[src/rtl/mvb_pkg.sv]
// Shared MVB datapath constants and receive-FSM state type.
// Used by both the word collector and the transmit serializer.
package mvb_pkg;

    localparam int unsigned MVB_WORD_W = 16;
    localparam int unsigned MVB_CNT_W  = 5;

    typedef enum logic {
        RX_IDLE,
        RX_BUSY
    } rx_state_e;

endpackage

[src/rtl/mvb_word_collector_if.sv]
// Serial receive bus between the bit source / receive FIFO and the word collector.
interface mvb_word_collector_if;
    import mvb_pkg::*;

    logic                  din;
    logic                  shift;
    logic                  fifo_full;
    logic                  clr_ovf;
    logic [MVB_WORD_W-1:0] data_out;
    logic [MVB_CNT_W-1:0]  valid_bits;
    logic                  last;
    logic                  wr_en;
    logic                  overflow;

    modport master (
        output din, shift, fifo_full, clr_ovf,
        input  data_out, valid_bits, last, wr_en, overflow
    );

    modport slave (
        input  din, shift, fifo_full, clr_ovf,
        output data_out, valid_bits, last, wr_en, overflow
    );

endinterface

[src/rtl/mvb_word_stage.sv]
// One-entry holding register in front of the receive FIFO, with write strobe
// and sticky overflow for words that arrive while the entry is still occupied.
module mvb_word_stage
    import mvb_pkg::*;
#(
    parameter int unsigned WORD_W = MVB_WORD_W,
    parameter int unsigned CNT_W  = MVB_CNT_W
) (
    input  logic              clk_1d5M,
    input  logic              reset,
    input  logic              load,
    input  logic [WORD_W-1:0] load_data,
    input  logic [CNT_W-1:0]  load_bits,
    input  logic              load_last,
    input  logic              fifo_full,
    input  logic              clr_ovf,
    output logic [WORD_W-1:0] data_out,
    output logic [CNT_W-1:0]  valid_bits,
    output logic              last,
    output logic              wr_en,
    output logic              overflow
);

    logic pending;
    logic drop;

    assign wr_en = pending & ~fifo_full;
    // The entry is free if empty or if it is being written out this very cycle.
    assign drop  = load & pending & ~wr_en;

    always_ff @(posedge clk_1d5M) begin
        if (!reset) begin
            pending    <= 1'b0;
            data_out   <= '0;
            valid_bits <= '0;
            last       <= 1'b0;
            overflow   <= 1'b0;
        end else begin
            if (load && !drop) begin
                pending    <= 1'b1;
                data_out   <= load_data;
                valid_bits <= load_bits;
                last       <= load_last;
            end else if (wr_en) begin
                pending <= 1'b0;
            end

            if (drop) begin
                overflow <= 1'b1;
            end else if (clr_ovf) begin
                overflow <= 1'b0;
            end
        end
    end

endmodule

[src/rtl/mvb_word_collector.sv]
// MVB serial-to-parallel receive path: MSB-first shifter, bit counter and frame-end
// detect feeding a one-entry holding stage towards the receive FIFO.
module mvb_word_collector
    import mvb_pkg::*;
#(
    parameter int unsigned WORD_W = MVB_WORD_W,
    parameter int unsigned CNT_W  = MVB_CNT_W
) (
    input  logic                 clk_1d5M,
    input  logic                 reset,
    mvb_word_collector_if.slave  bus
);

    rx_state_e         state;
    logic [WORD_W-1:0] sreg;
    logic [WORD_W-1:0] shifted;
    logic [CNT_W-1:0]  cnt;
    logic              full_word;
    logic              flush;
    logic              stage_ev;
    logic [WORD_W-1:0] ev_data;
    logic [CNT_W-1:0]  ev_bits;

    logic [WORD_W-1:0] st_data;
    logic [CNT_W-1:0]  st_bits;
    logic              st_last;
    logic              st_wr_en;
    logic              st_overflow;

    assign shifted = {sreg[WORD_W-2:0], bus.din};

    // RX_BUSY doubles as the registered copy of shift used for falling-edge detect.
    always_comb begin
        full_word = bus.shift && (cnt == CNT_W'(WORD_W - 1));
        flush     = !bus.shift && (state == RX_BUSY) && (cnt != '0);
        stage_ev  = full_word || flush;
        ev_data   = full_word ? shifted : (sreg << (CNT_W'(WORD_W) - cnt));
        ev_bits   = full_word ? CNT_W'(WORD_W) : cnt;
    end

    always_ff @(posedge clk_1d5M) begin
        if (!reset) begin
            state <= RX_IDLE;
            sreg  <= '0;
            cnt   <= '0;
        end else begin
            case (state)
                RX_IDLE: if (bus.shift) state <= RX_BUSY;
                RX_BUSY: if (!bus.shift) state <= RX_IDLE;
                default: state <= RX_IDLE;
            endcase

            if (bus.shift) begin
                sreg <= shifted;
                cnt  <= full_word ? '0 : cnt + 1'b1;
            end else begin
                sreg <= '0;
                cnt  <= '0;
            end
        end
    end

    mvb_word_stage #(
        .WORD_W (WORD_W),
        .CNT_W  (CNT_W)
    ) u_stage (
        .clk_1d5M   (clk_1d5M),
        .reset      (reset),
        .load       (stage_ev),
        .load_data  (ev_data),
        .load_bits  (ev_bits),
        .load_last  (flush),
        .fifo_full  (bus.fifo_full),
        .clr_ovf    (bus.clr_ovf),
        .data_out   (st_data),
        .valid_bits (st_bits),
        .last       (st_last),
        .wr_en      (st_wr_en),
        .overflow   (st_overflow)
    );

    assign bus.data_out   = st_data;
    assign bus.valid_bits = st_bits;
    assign bus.last       = st_last;
    assign bus.wr_en      = st_wr_en;
    assign bus.overflow   = st_overflow;

endmodule
[src/flat_wrapper.sv]
// flat-port wrapper written by rule: the top's interface ports become plain ports
module mvb_word_collector_flat import mvb_pkg::*;
#(
    parameter int unsigned WORD_W = MVB_WORD_W,
    parameter int unsigned CNT_W  = MVB_CNT_W
)
  (clk_1d5M, reset, bus_din, bus_shift, bus_fifo_full, bus_clr_ovf, bus_data_out, bus_valid_bits, bus_last, bus_wr_en, bus_overflow);
  mvb_word_collector_if bus_i ();
  input  logic clk_1d5M;
  input  logic reset;
  input wire logic [$bits(bus_i.din)-1:0] bus_din;
  input wire logic [$bits(bus_i.shift)-1:0] bus_shift;
  input wire logic [$bits(bus_i.fifo_full)-1:0] bus_fifo_full;
  input wire logic [$bits(bus_i.clr_ovf)-1:0] bus_clr_ovf;
  output wire logic [$bits(bus_i.data_out)-1:0] bus_data_out;
  output wire logic [$bits(bus_i.valid_bits)-1:0] bus_valid_bits;
  output wire logic [$bits(bus_i.last)-1:0] bus_last;
  output wire logic [$bits(bus_i.wr_en)-1:0] bus_wr_en;
  output wire logic [$bits(bus_i.overflow)-1:0] bus_overflow;
  assign bus_i.din = bus_din;
  assign bus_i.shift = bus_shift;
  assign bus_i.fifo_full = bus_fifo_full;
  assign bus_i.clr_ovf = bus_clr_ovf;
  assign bus_data_out = bus_i.data_out;
  assign bus_valid_bits = bus_i.valid_bits;
  assign bus_last = bus_i.last;
  assign bus_wr_en = bus_i.wr_en;
  assign bus_overflow = bus_i.overflow;
  mvb_word_collector #(.WORD_W(WORD_W), .CNT_W(CNT_W)) u_core (.clk_1d5M(clk_1d5M), .reset(reset), .bus(bus_i));
endmodule
[config.mk]
export PLATFORM = sky130hd
export DESIGN_NAME = mvb_word_collector_flat
export DESIGN_NICKNAME = d
export VERILOG_FILES = /design/src/rtl/mvb_pkg.sv /design/src/rtl/mvb_word_collector_if.sv /design/src/rtl/mvb_word_stage.sv /design/src/rtl/mvb_word_collector.sv /design/src/flat_wrapper.sv
export SDC_FILE = /design/constraint.sdc
export NUM_CORES = 1
export LEC_CHECK = 0
export BUFFER_PORTS_ARGS = -buffer_cell sky130_fd_sc_hd__buf_2
export CAP_MARGIN = 20
export CORE_UTILIZATION = 32
export CTS_BUF_LIST = sky130_fd_sc_hd__clkbuf_16
export DETAILED_ROUTE_END_ITERATION = 7
export PLACE_DENSITY_LB_ADDON = 0.12
export SLEW_MARGIN = 20
export SYNTH_ARGS = -nofsm -noshare
export SYNTH_HDL_FRONTEND = slang
export SYNTH_SLANG_ARGS = --single-unit
[constraint.sdc]
create_clock -name clk_1d5M -period 2.5 [get_ports clk_1d5M]
set_input_delay 0.25 -clock clk_1d5M [delete_from_list [all_inputs] [get_ports clk_1d5M]]
set_output_delay 0.25 -clock clk_1d5M [all_outputs]
set_load 0.01 [all_outputs]
==> results of run 1 <==
worst reg2reg max path: stages, from the launching register on:
cell	delay (ns)
dfxtp_1	0.32
buf_4	0.16
ha_1	0.22
and3_1	0.19
ha_1	0.25
nand2_1	0.11
nand2_1	0.14
or3_1	0.41
o221ai_1	0.21
o211a_1	0.18
cell families after synthesis:
family	after synthesis	synth area share
adders and majority gates	4	0.0213
and+or+nand+nor	70	0.173
AOI/OAI and AO/OA	58	0.183
DFF	46	0.392
muxes	34	0.167
xor gates and xnor gates	3	0.0112
buffers and inverters	26	0.0517
metal layers:
metal  global-route usage  share of wire  vias to the layer above
met5                    0              0                        -
met4               0.0611          0.020                        0
met3               0.0302          0.027                       11
met2                0.261           0.49                       30
met1                0.202           0.47                      909
li1                     -              -                      941
final timing paths:
kind                                                                 end  slack, ns
worst min-delay path                           u_core.sreg[0]$_SDFF_PN0_       0.23
worst max register to register  u_core.u_stage.data_out[11]$_SDFFE_PN0P_       0.26
worst min register to register   u_core.u_stage.data_out[7]$_SDFFE_PN0P_       0.49
worst max-delay path            u_core.u_stage.data_out[11]$_SDFFE_PN0P_       0.26
sequential cells by signal (all words and copies together) (netlist names):
signal and cells:
u_core.u_stage.overflow 1, u_core.state 1, u_core.u_stage.data_out 16, u_core.u_stage.valid_bits 5, u_core.cnt 5, u_core.sreg 16, u_core.u_stage.pending 1, u_core.u_stage.last 1
power breakdown:
group	internal (W)	switching (W)	total (W)
logic	0.0000653	0.0000917	0.000157
registers	0.000745	0.00000697	0.000752
clock network	0.000357	0.000252	0.000609
total	0.00117	0.000350	0.00152
through the flow:
step / power (W) / instance area, sq um / hold slack (ns) / setup slack (ns) / std cells
floorplan: 0.000881 / 2350 / 0.403 / 0.256 / 241
global placement: 0.000926 / 2620 / 0.480 / 0.258 / 358
detailed placement: 0.000927 / 2620 / 0.484 / 0.231 / 358
CTS: 0.00154 / 2750 / 0.228 / 0.213 / 365
global route: 0.00158 / 2750 / 0.228 / 0.0609 / 365
finish: 0.00152 / 2750 / 0.230 / 0.260 / 365
synthesized netlist by cell type (5+ instances only):
cell type	count	area [sq um]
nor3_1	6	30.0
a221oi_1	6	52.6
o211a_1	7	70.1
inv_1	6	22.5
a21oi_1	16	80.1
o21ai_0	10	50.1
nor3b_1	5	37.5
mux2i_1	28	280
and3_1	18	113
nor2b_1	6	37.5
nand2_1	14	52.6
dfxtp_1	46	921
nor2_1	9	33.8
clkbuf_1	11	41.3
area by class of cell:
type                    count  area, sq um  area share
well taps                  96          120      0.0436
inverters                   7         26.3     0.00955
clock inverters             2         7.51     0.00273
flip-flops and latches     46          921       0.335
repair buffers             40          240      0.0873
multi-input cells         169         1310       0.477
clock buffers               5          125      0.0455
layout by cell type, fill, tap and decap left out, types with 2 or more instances in the layout:
| cell | n |
|---|---|
| nor2b_1 | 6 |
| nor2_1 | 9 |
| dfxtp_1 | 46 |
| nor3b_1 | 5 |
| and2_1 | 2 |
| mux2_2 | 2 |
| ha_1 | 4 |
| clkbuf_16 | 5 |
| and3_1 | 18 |
| buf_2 | 29 |
| a21oi_1 | 16 |
| o211a_1 | 7 |
| buf_4 | 10 |
| o221a_2 | 2 |
| o221ai_1 | 4 |
| a221oi_1 | 6 |
| a22oi_1 | 4 |
| nand2_1 | 14 |
| nand2b_1 | 2 |
| mux4_2 | 4 |
| nor3_1 | 6 |
| o21ai_0 | 10 |
| mux2i_1 | 28 |
| inv_1 | 8 |
==> flow_metrics.tcl, run 1 <==
set metrics [dict create \
    cts_buffer_depth 2 \
    gp_congestion 0.781 \
    io_pins 30 \
    gr-total-overflow 0 \
    io_buffers 29 \
    drt_iter0_markers 77 \
    antenna_found_initial 0 \
    setup-violations-final 0 \
    worstSetupStartpointType "flop" \
    slew-limit-headroom 0.578 \
    min_period_over_period 0.896 \
    hold_depth 2 \
    rsz0062_at_grt "false" \
    crit_type "reg2reg" \
    path_cells "buf_4 > ha_1 > and3_1 > ha_1 > nand2_1 > nand2_1 > or3_1 > o221ai_1 > o211a_1" \
    cts_sinks 46 \
    syn_inst 241 \
    syn-num-nets 251 \
    die_w_microns 87.6 \
    hold_viol 0 \
    layout.nets 279 \
    cts_made_buffers 5 \
    worst_r2r_path_depth 9 \
    cp_data_required_time_ns 2.73 \
    tritoncts "built" \
    cp.arrival_ns 2.47 \
    grt_pass1_wl_microns 9040 \
    grt.total_usage 0.157 \
    wire_per_inst_microns 15.5 \
    clkLatencyLatePin_ns 0.28 \
    peakVddDrop_mv 0.242 \
    critical_path.startpoint "u_core.cnt[0]$_SDFF_PP0_" \
    slowest_delay_ns 0.41 \
    worst_pin_slew_ns 0.633 \
    totalWireLength_microns 5650 \
    via_per_inst 5.18 \
    post-route-min-period_ns 2.24 \
    die_h_microns 87.6 \
    cts_resized 0 \
    hpwlAfterDp_microns 4200 \
    synth_edf_count 0 \
    detail_route.first_pass.iterations 4 \
    path_buf_inv 1 \
    fillerInstances 716 \
    grt_max_degree 42 \
    core_sq_mm 0.00694 \
    synthArstFlopShare 0 \
    cap_viol_max_count 0 \
    power.static_leakage_nw 1.23 \
    post-cts-setup-buffers 0 \
    hp-class "in2reg" \
    hold_start "bus_din" \
    critPathCaptureType "flop" \
    drtAntennaViolNets 0 \
    yosysWarnings 0 \
    via_count 1891 \
    rows 30 \
    area_growth_pct 17.3 \
    synth_flop_cell "dfxtp_1" \
    start_util 0.338 \
    slowest_stage "or3_1" \
    report.final.slew_viol_count 0 \
    ys_types 45 \
    post-route-util 0.396 \
    hold_buffers 0 \
    syn_area_per_cell_sq_um 9.74 \
    crit_path_max_fanout 7 \
    fmax_mhz 446 \
    antenna_cells 0 \
    worst-path-stages 9 \
    fin_setup_tns_ns 0 \
    drive_gt1_frac 0.230 \
    yosysSeqAreaShare 0.392 \
    ys_seq_elements 46 \
    cp_top_family "simple AND/OR/NAND/NOR gates" \
    synthesis.area_sq_mm 0.00235 \
    worstReg2RegStart "u_core.cnt[0]$_SDFF_PP0_" \
    cts_root_buf "clkbuf_16" \
    grt_pass1_vias 1788 \
    htree_levels 2 \
    die-area_sq_mm 0.00768 \
    power_density_mw_per_mm2 551 \
    status "complete, no violations" \
    cts.clk_slew.worst_paths_ns 0.06 \
    drc_errors 0 \
    finClkSkew_ns 0.00307 \
]
(Power assumes the default switching activity.)
==> inputs of run 2 (changes only) <==
--- a/config.mk
+++ b/config.mk
@@ -7,7 +7,8 @@
 export LEC_CHECK = 0
 export BUFFER_PORTS_ARGS = -buffer_cell sky130_fd_sc_hd__buf_2
 export CAP_MARGIN = 20
-export CORE_UTILIZATION = 32
+export CORE_ASPECT_RATIO = 0.6
+export CORE_UTILIZATION = 35
 export CTS_BUF_LIST = sky130_fd_sc_hd__clkbuf_16
 export DETAILED_ROUTE_END_ITERATION = 7
 export PLACE_DENSITY_LB_ADDON = 0.12
==> run 2 against run 1 <==
Compared with the run above: setup slack improved by 0.0076 ns; cell count decreased by 1.9%; largest cell class unchanged; wire length increased by 4.7%; via count increased by 3.8%; sequential cell count unchanged; register-to-register slack about the same.
==> flow_metrics.tcl, run 2 (synthesis gave the netlist of run 1 again) <==
set metrics [dict create \
    cts_root_buf "clkbuf_16" \
    detail_route.first_pass.iterations 4 \
    internal_power_w 0.00119 \
    area_growth_pct 18.7 \
    report.final.slew_viol_count 0 \
    fillerInstances 636 \
    crit_path_max_fanout 11 \
    critical_path.startpoint "u_core.cnt[0]$_SDFF_PP0_" \
    met3_usage 0.0446 \
    fmax_mhz 448 \
    die_h_microns 65.4 \
    hold_viol 0 \
    dpl.cell_count 350 \
    cap_viol_max_count 0 \
    wire_per_inst_microns 16.5 \
    cp.arrival_ns 2.47 \
    top_usage_layer "met1" \
    instances_no_fill 358 \
    drive_gt1_frac 0.252 \
    worstSetupStartpointType "flop" \
    r2r_slack_ns 0.27 \
    cts_resized 0 \
    status "complete, no violations" \
    rows 22 \
    core_sq_mm 0.00630 \
    io_pins 30 \
    htree_levels 2 \
    p_seq_frac 0.473 \
    cp_data_required_time_ns 2.74 \
    comb_power_share 0.101 \
    worstReg2RegStart "u_core.cnt[0]$_SDFF_PP0_" \
    drt_iter0_markers 143 \
    sw_frac_of_total 0.252 \
    worst-path-stages 10 \
    antenna_found_initial 0 \
    layout.nets 283 \
    peakVddDrop_mv 0.267 \
    holdWs_ns 0.212 \
    grt_use_met2 0.227 \
    hpwlAfterDp_microns 4370 \
    grt_max_degree 26 \
    slew-limit-headroom 0.716 \
    clkLatencyLatePin_ns 0.29 \
    p_switching_w 0.000400 \
    worst_r2r_path_depth 10 \
    crit_type "reg2reg" \
    io_buffers 29 \
    path_cells "inv_2 > ha_1 > nor3b_1 > ha_1 > nor3b_1 > buf_4 > nor2_1 > a21oi_2 > buf_4 > o211a_1" \
    slowest_stage "dfxtp_1" \
    hold_start "bus_din" \
    min_period_over_period 0.893 \
    die-area_sq_mm 0.00705 \
    tritoncts "built" \
    drtAntennaViolNets 0 \
    cts_sinks 46 \
    hold_depth 2 \
    setup-violations-final 0 \
    post-route-min-period_ns 2.23 \
    cts_buffer_depth 2 \
    hp-class "in2reg" \
    critPathCaptureType "flop" \
    gr-total-overflow 0 \
    gp_congestion 0.844 \
    path_buf_inv 3 \
    totalWireLength_microns 5910 \
    clockPowerShare 0.426 \
    worst_pin_slew_ns 0.425 \
    die_w_microns 108 \
    hold_buffers 0 \
    cts.clk_slew.worst_paths_ns 0.07 \
    rsz0062_at_grt "false" \
    slowest_delay_ns 0.37 \
    power.static_leakage_nw 1.25 \
    finalInstanceArea_sq_mm 0.00279 \
    drc_errors 0 \
    grtUsageMet1 0.287 \
    cts_made_buffers 5 \
    top_regs "u_core.sreg (16), u_core.u_stage.data_out (16)" \
    start_util 0.372 \
    antenna_cells 0 \
    final_common_cell "dfxtp_1" \
    fin_setup_tns_ns 0 \
    grt_pass1_vias 1748 \
    post-cts-setup-buffers 0 \
    power_density_mw_per_mm2 570 \
    via_per_inst 5.48 \
    via_count 1963 \
    grt.total_usage 0.180 \
    finClkSkew_ns 0.00509 \
    grt_pass1_wl_microns 9520 \
    most-common-layout-cells "dfxtp_1 (46), buf_2 (29), mux2i_1 (28)" \
    place_area_sq_mm 0.00264 \
    cp_top_family "compound AO/OA/AOI/OAI gates" \
]
run 2: cell types whose count changed in the layout (fill, tap and decap cells not counted), sizes merged:
cell	before	now
inv	9	8
clkinvlp	0	1
clkinv	0	1
buf	40	44
run 2: cell type report:
cell class / count / area [sq um] / share of cell area
multi-input cells: 169 / 1310 / 0.471
flip-flops and latches: 46 / 921 / 0.331
repair buffers: 44 / 270 / 0.0970
clock buffers: 5 / 125 / 0.0449
well taps: 84 / 105 / 0.0377
inverters: 7 / 26.3 / 0.00943
clock inverters: 3 / 25.0 / 0.00898
run 2: metal layers:
metal  vias to the layer above  wire, microns
met2                        58           2150
met1                       937           3280
met4                         0             46
met5                         -              0
met3                         8            433
li1                        960              -
run 2: final timing paths:
kind	endpoint
setup / recovery	u_core.u_stage.data_out[4]$_SDFFE_PN0P_
hold / removal	u_core.sreg[0]$_SDFF_PN0_
setup reg to reg	u_core.u_stage.data_out[4]$_SDFFE_PN0P_
hold reg to reg	u_core.u_stage.data_out[5]$_SDFFE_PN0P_
run 2: worst reg2reg max path: stages (launching register included):
cell     delay, ns
dfxtp_1       0.37
inv_2         0.05
ha_1          0.23
nor3b_1       0.15
ha_1          0.19
nor3b_1       0.24
buf_4         0.17
nor2_1        0.05
a21oi_2       0.34
buf_4         0.24
o211a_1       0.14
run 2: per-stage QoR:
step / setup WS, ns / total power [W] / util
floorplan: 0.256 / 0.000881 / -
global placement: 0.293 / 0.000929 / 0.418
detailed placement: 0.264 / 0.000928 / 0.418
CTS: 0.245 / 0.00160 / 0.442
global route: 0.0416 / 0.00165 / 0.442
finish: 0.267 / 0.00159 / 0.442
run 2: power groups by stage:
| stage | clock network, W | registers [W] | logic [W] |
|---|---|---|---|
| floorplan | 0 | 0.000771 | 0.000110 |
| global placement | 0 | 0.000767 | 0.000161 |
| detailed placement | 0 | 0.000768 | 0.000161 |
| CTS | 0.000686 | 0.000751 | 0.000161 |
| global route | 0.000723 | 0.000752 | 0.000175 |
| finish | 0.000675 | 0.000751 | 0.000161 |
==> inputs of run 3 (changes only) <==
--- a/config.mk
+++ b/config.mk
@@ -5,12 +5,12 @@
 export SDC_FILE = /design/constraint.sdc
 export NUM_CORES = 1
 export LEC_CHECK = 0
-export BUFFER_PORTS_ARGS = -buffer_cell sky130_fd_sc_hd__buf_2
 export CAP_MARGIN = 20
 export CORE_ASPECT_RATIO = 0.6
 export CORE_UTILIZATION = 35
 export CTS_BUF_LIST = sky130_fd_sc_hd__clkbuf_16
 export DETAILED_ROUTE_END_ITERATION = 7
+export DONT_BUFFER_PORTS = 1
 export PLACE_DENSITY_LB_ADDON = 0.12
 export SLEW_MARGIN = 20
 export SYNTH_ARGS = -nofsm -noshare
==> run 3 against run 2 <==
Compared with the run above: wire length down 2.3%; non-clock buffer count down 29; sequential power up 0.8%; first-iteration DRC count up 20%; maximum frequency up 0.32%; count of clock-buffer cells in the layout unchanged; clock skew about the same; setup slack better by 0.0071 ns; critical path depth down 2.
==> flow_metrics.tcl, run 3 (synthesis gave the netlist of run 1 again) <==
set metrics [dict create \
    slowest_delay_ns 0.40 \
    sw_frac_of_total 0.215 \
    totalWireLength_microns 5770 \
    p_switching_w 0.000346 \
    grt_pass1_wl_microns 9200 \
    internal_power_w 0.00127 \
    worst-path-stages 8 \
    grt_max_degree 42 \
    comb_power_share 0.082 \
    core_sq_mm 0.00630 \
    clkLatencyLatePin_ns 0.28 \
    cts_root_buf "clkbuf_16" \
    die-area_sq_mm 0.00705 \
    crit_path_end "u_core.u_stage.data_out[8]$_SDFFE_PN0P_" \
    io_pins 30 \
    min_period_over_period 0.890 \
    hpwlAfterDp_microns 4090 \
    cap_viol_max_count 0 \
    drive_gt1_frac 0.168 \
    slowest_stage "a21oi_1" \
    slew-limit-headroom 0.666 \
    detail_route.first_pass.iterations 4 \
    cp_data_required_time_ns 2.71 \
    gp_congestion 0.825 \
    finalWorstSetupSlack_ns 0.274 \
    via_count 1830 \
    worst_pin_slew_ns 0.501 \
    path_cells "inv_1 > ha_1 > nor3b_1 > ha_1 > nand2_1 > a21oi_1 > o211ai_1 > a21oi_1" \
    status "complete, no violations" \
    pre_cts_slack_ns 0.0896 \
    gr-total-overflow 0 \
    cts_made_buffers 5 \
    power.total_w 0.00161 \
    crit_path_max_fanout 5 \
    final_common_cell "dfxtp_1" \
    fmax_mhz 449 \
    io_buffers 0 \
    antenna_found_initial 0 \
    layout.nets 254 \
    wire_per_inst_microns 17.6 \
    antenna_cells 0 \
    drc_errors 0 \
    report.final.slew_viol_count 0 \
    die_h_microns 65.4 \
    die_w_microns 108 \
    fin_setup_tns_ns 0 \
    cp_top_family "compound AO/OA/AOI/OAI gates" \
    rows 22 \
    hold_viol 0 \
    path_buf_inv 1 \
    top_regs "u_core.sreg (16), u_core.u_stage.data_out (16)" \
    critPathCaptureType "flop" \
    grt.total_usage 0.175 \
    power_density_mw_per_mm2 606 \
    via_per_inst 5.58 \
    htree_levels 2 \
    finClkSkew_ns 0.00493 \
    p_seq_frac 0.470 \
    hp-class "in2reg" \
    most-common-layout-cells "dfxtp_1 (45), mux2i_1 (28), and3_1 (18)" \
    power.static_leakage_nw 1.11 \
    tritoncts "built" \
    crit_type "reg2reg" \
    post-cts-setup-buffers 0 \
    fillerInstances 624 \
    post-route-min-period_ns 2.23 \
    rsz0062_at_grt "false" \
    drtAntennaViolNets 0 \
    cts.clk_slew.worst_paths_ns 0.06 \
    grt_pass1_vias 1642 \
    clockPowerShare 0.448 \
    start_util 0.372 \
    cts_buffer_depth 2 \
    worstSetupStartpointType "flop" \
    setup-violations-final 0 \
    holdWs_ns 0.104 \
    peakVddDrop_mv 0.318 \
    cp.arrival_ns 2.44 \
    area_growth_pct 13.3 \
    critical_path.startpoint "u_core.cnt[1]$_SDFF_PP0_" \
    cts_sinks 46 \
    drt_iter0_markers 172 \
    r2r_end "u_core.u_stage.data_out[8]$_SDFFE_PN0P_" \
    worstReg2RegStart "u_core.cnt[1]$_SDFF_PP0_" \
    worst_r2r_path_depth 8 \
    r2r_slack_ns 0.27 \
]
[run 3: repair_timing]
action,CTS,global route
gates resized for setup,0,3
setup endpoints to repair,0,14
hold buffers,0,0
[run 3: cell type report]
cell class	count	area [sq um]	area share
Tap cell	84	105	0.0395
Inverter	7	26.3	0.00988
Clock buffer	5	125	0.0470
Clock inverter	2	33.8	0.0127
Timing Repair Buffer	15	125	0.0470
Sequential cell	46	922	0.347
Multi-Input combinational cell	169	1320	0.497
[run 3: per-layer routing]
| layer | global-route usage | share of wire |
|---|---|---|
| met1 | 0.280 | 0.57 |
| met2 | 0.208 | 0.35 |
| met3 | 0.0625 | 0.073 |
| met4 | 0.0394 | 0.0064 |
| met5 | 0 | 0 |
[run 3: metrics by stage]
| stage | std cells | cell area, sq um | util |
|---|---|---|---|
| floorplan | 241 | 2350 | - |
| global placement | 321 | 2490 | 0.395 |
| detailed placement | 321 | 2490 | 0.395 |
| CTS | 328 | 2650 | 0.420 |
| global route | 328 | 2660 | 0.422 |
| finish | 328 | 2660 | 0.422 |
[run 3: how the worst min path moves through the flow]
stage,start,end,depth (start not counted)
global placement,reset,u_core.u_stage.overflow$_SDFFE_PN0P_,1
global route,reset,u_core.u_stage.overflow$_SDFFE_PN0P_,1
finish,reset,u_core.u_stage.valid_bits[2]$_SDFFE_PN0P_,1
floorplan,bus_din,u_core.sreg[0]$_SDFF_PN0_,1
CTS,reset,u_core.u_stage.pending$_SDFFE_PN0P_,1
detailed placement,reset,u_core.u_stage.pending$_SDFFE_PN0P_,1
[run 3: worst reg2reg max path, stage by stage, from the launching register on]
cell and delay (ns):
dfxtp_1 0.39, inv_1 0.06, ha_1 0.22, nor3b_1 0.16, ha_1 0.37, nand2_1 0.17
a21oi_1 0.40, o211ai_1 0.21, a21oi_1 0.18
[run 3: power by group through the flow]
stage | combinational (W) | sequential (W) | clock, W
floorplan | 0.000110 | 0.000771 | 0
global placement | 0.000130 | 0.000774 | 0
detailed placement | 0.000129 | 0.000774 | 0
CTS | 0.000130 | 0.000757 | 0.000740
global route | 0.000141 | 0.000759 | 0.000784
finish | 0.000132 | 0.000757 | 0.000722
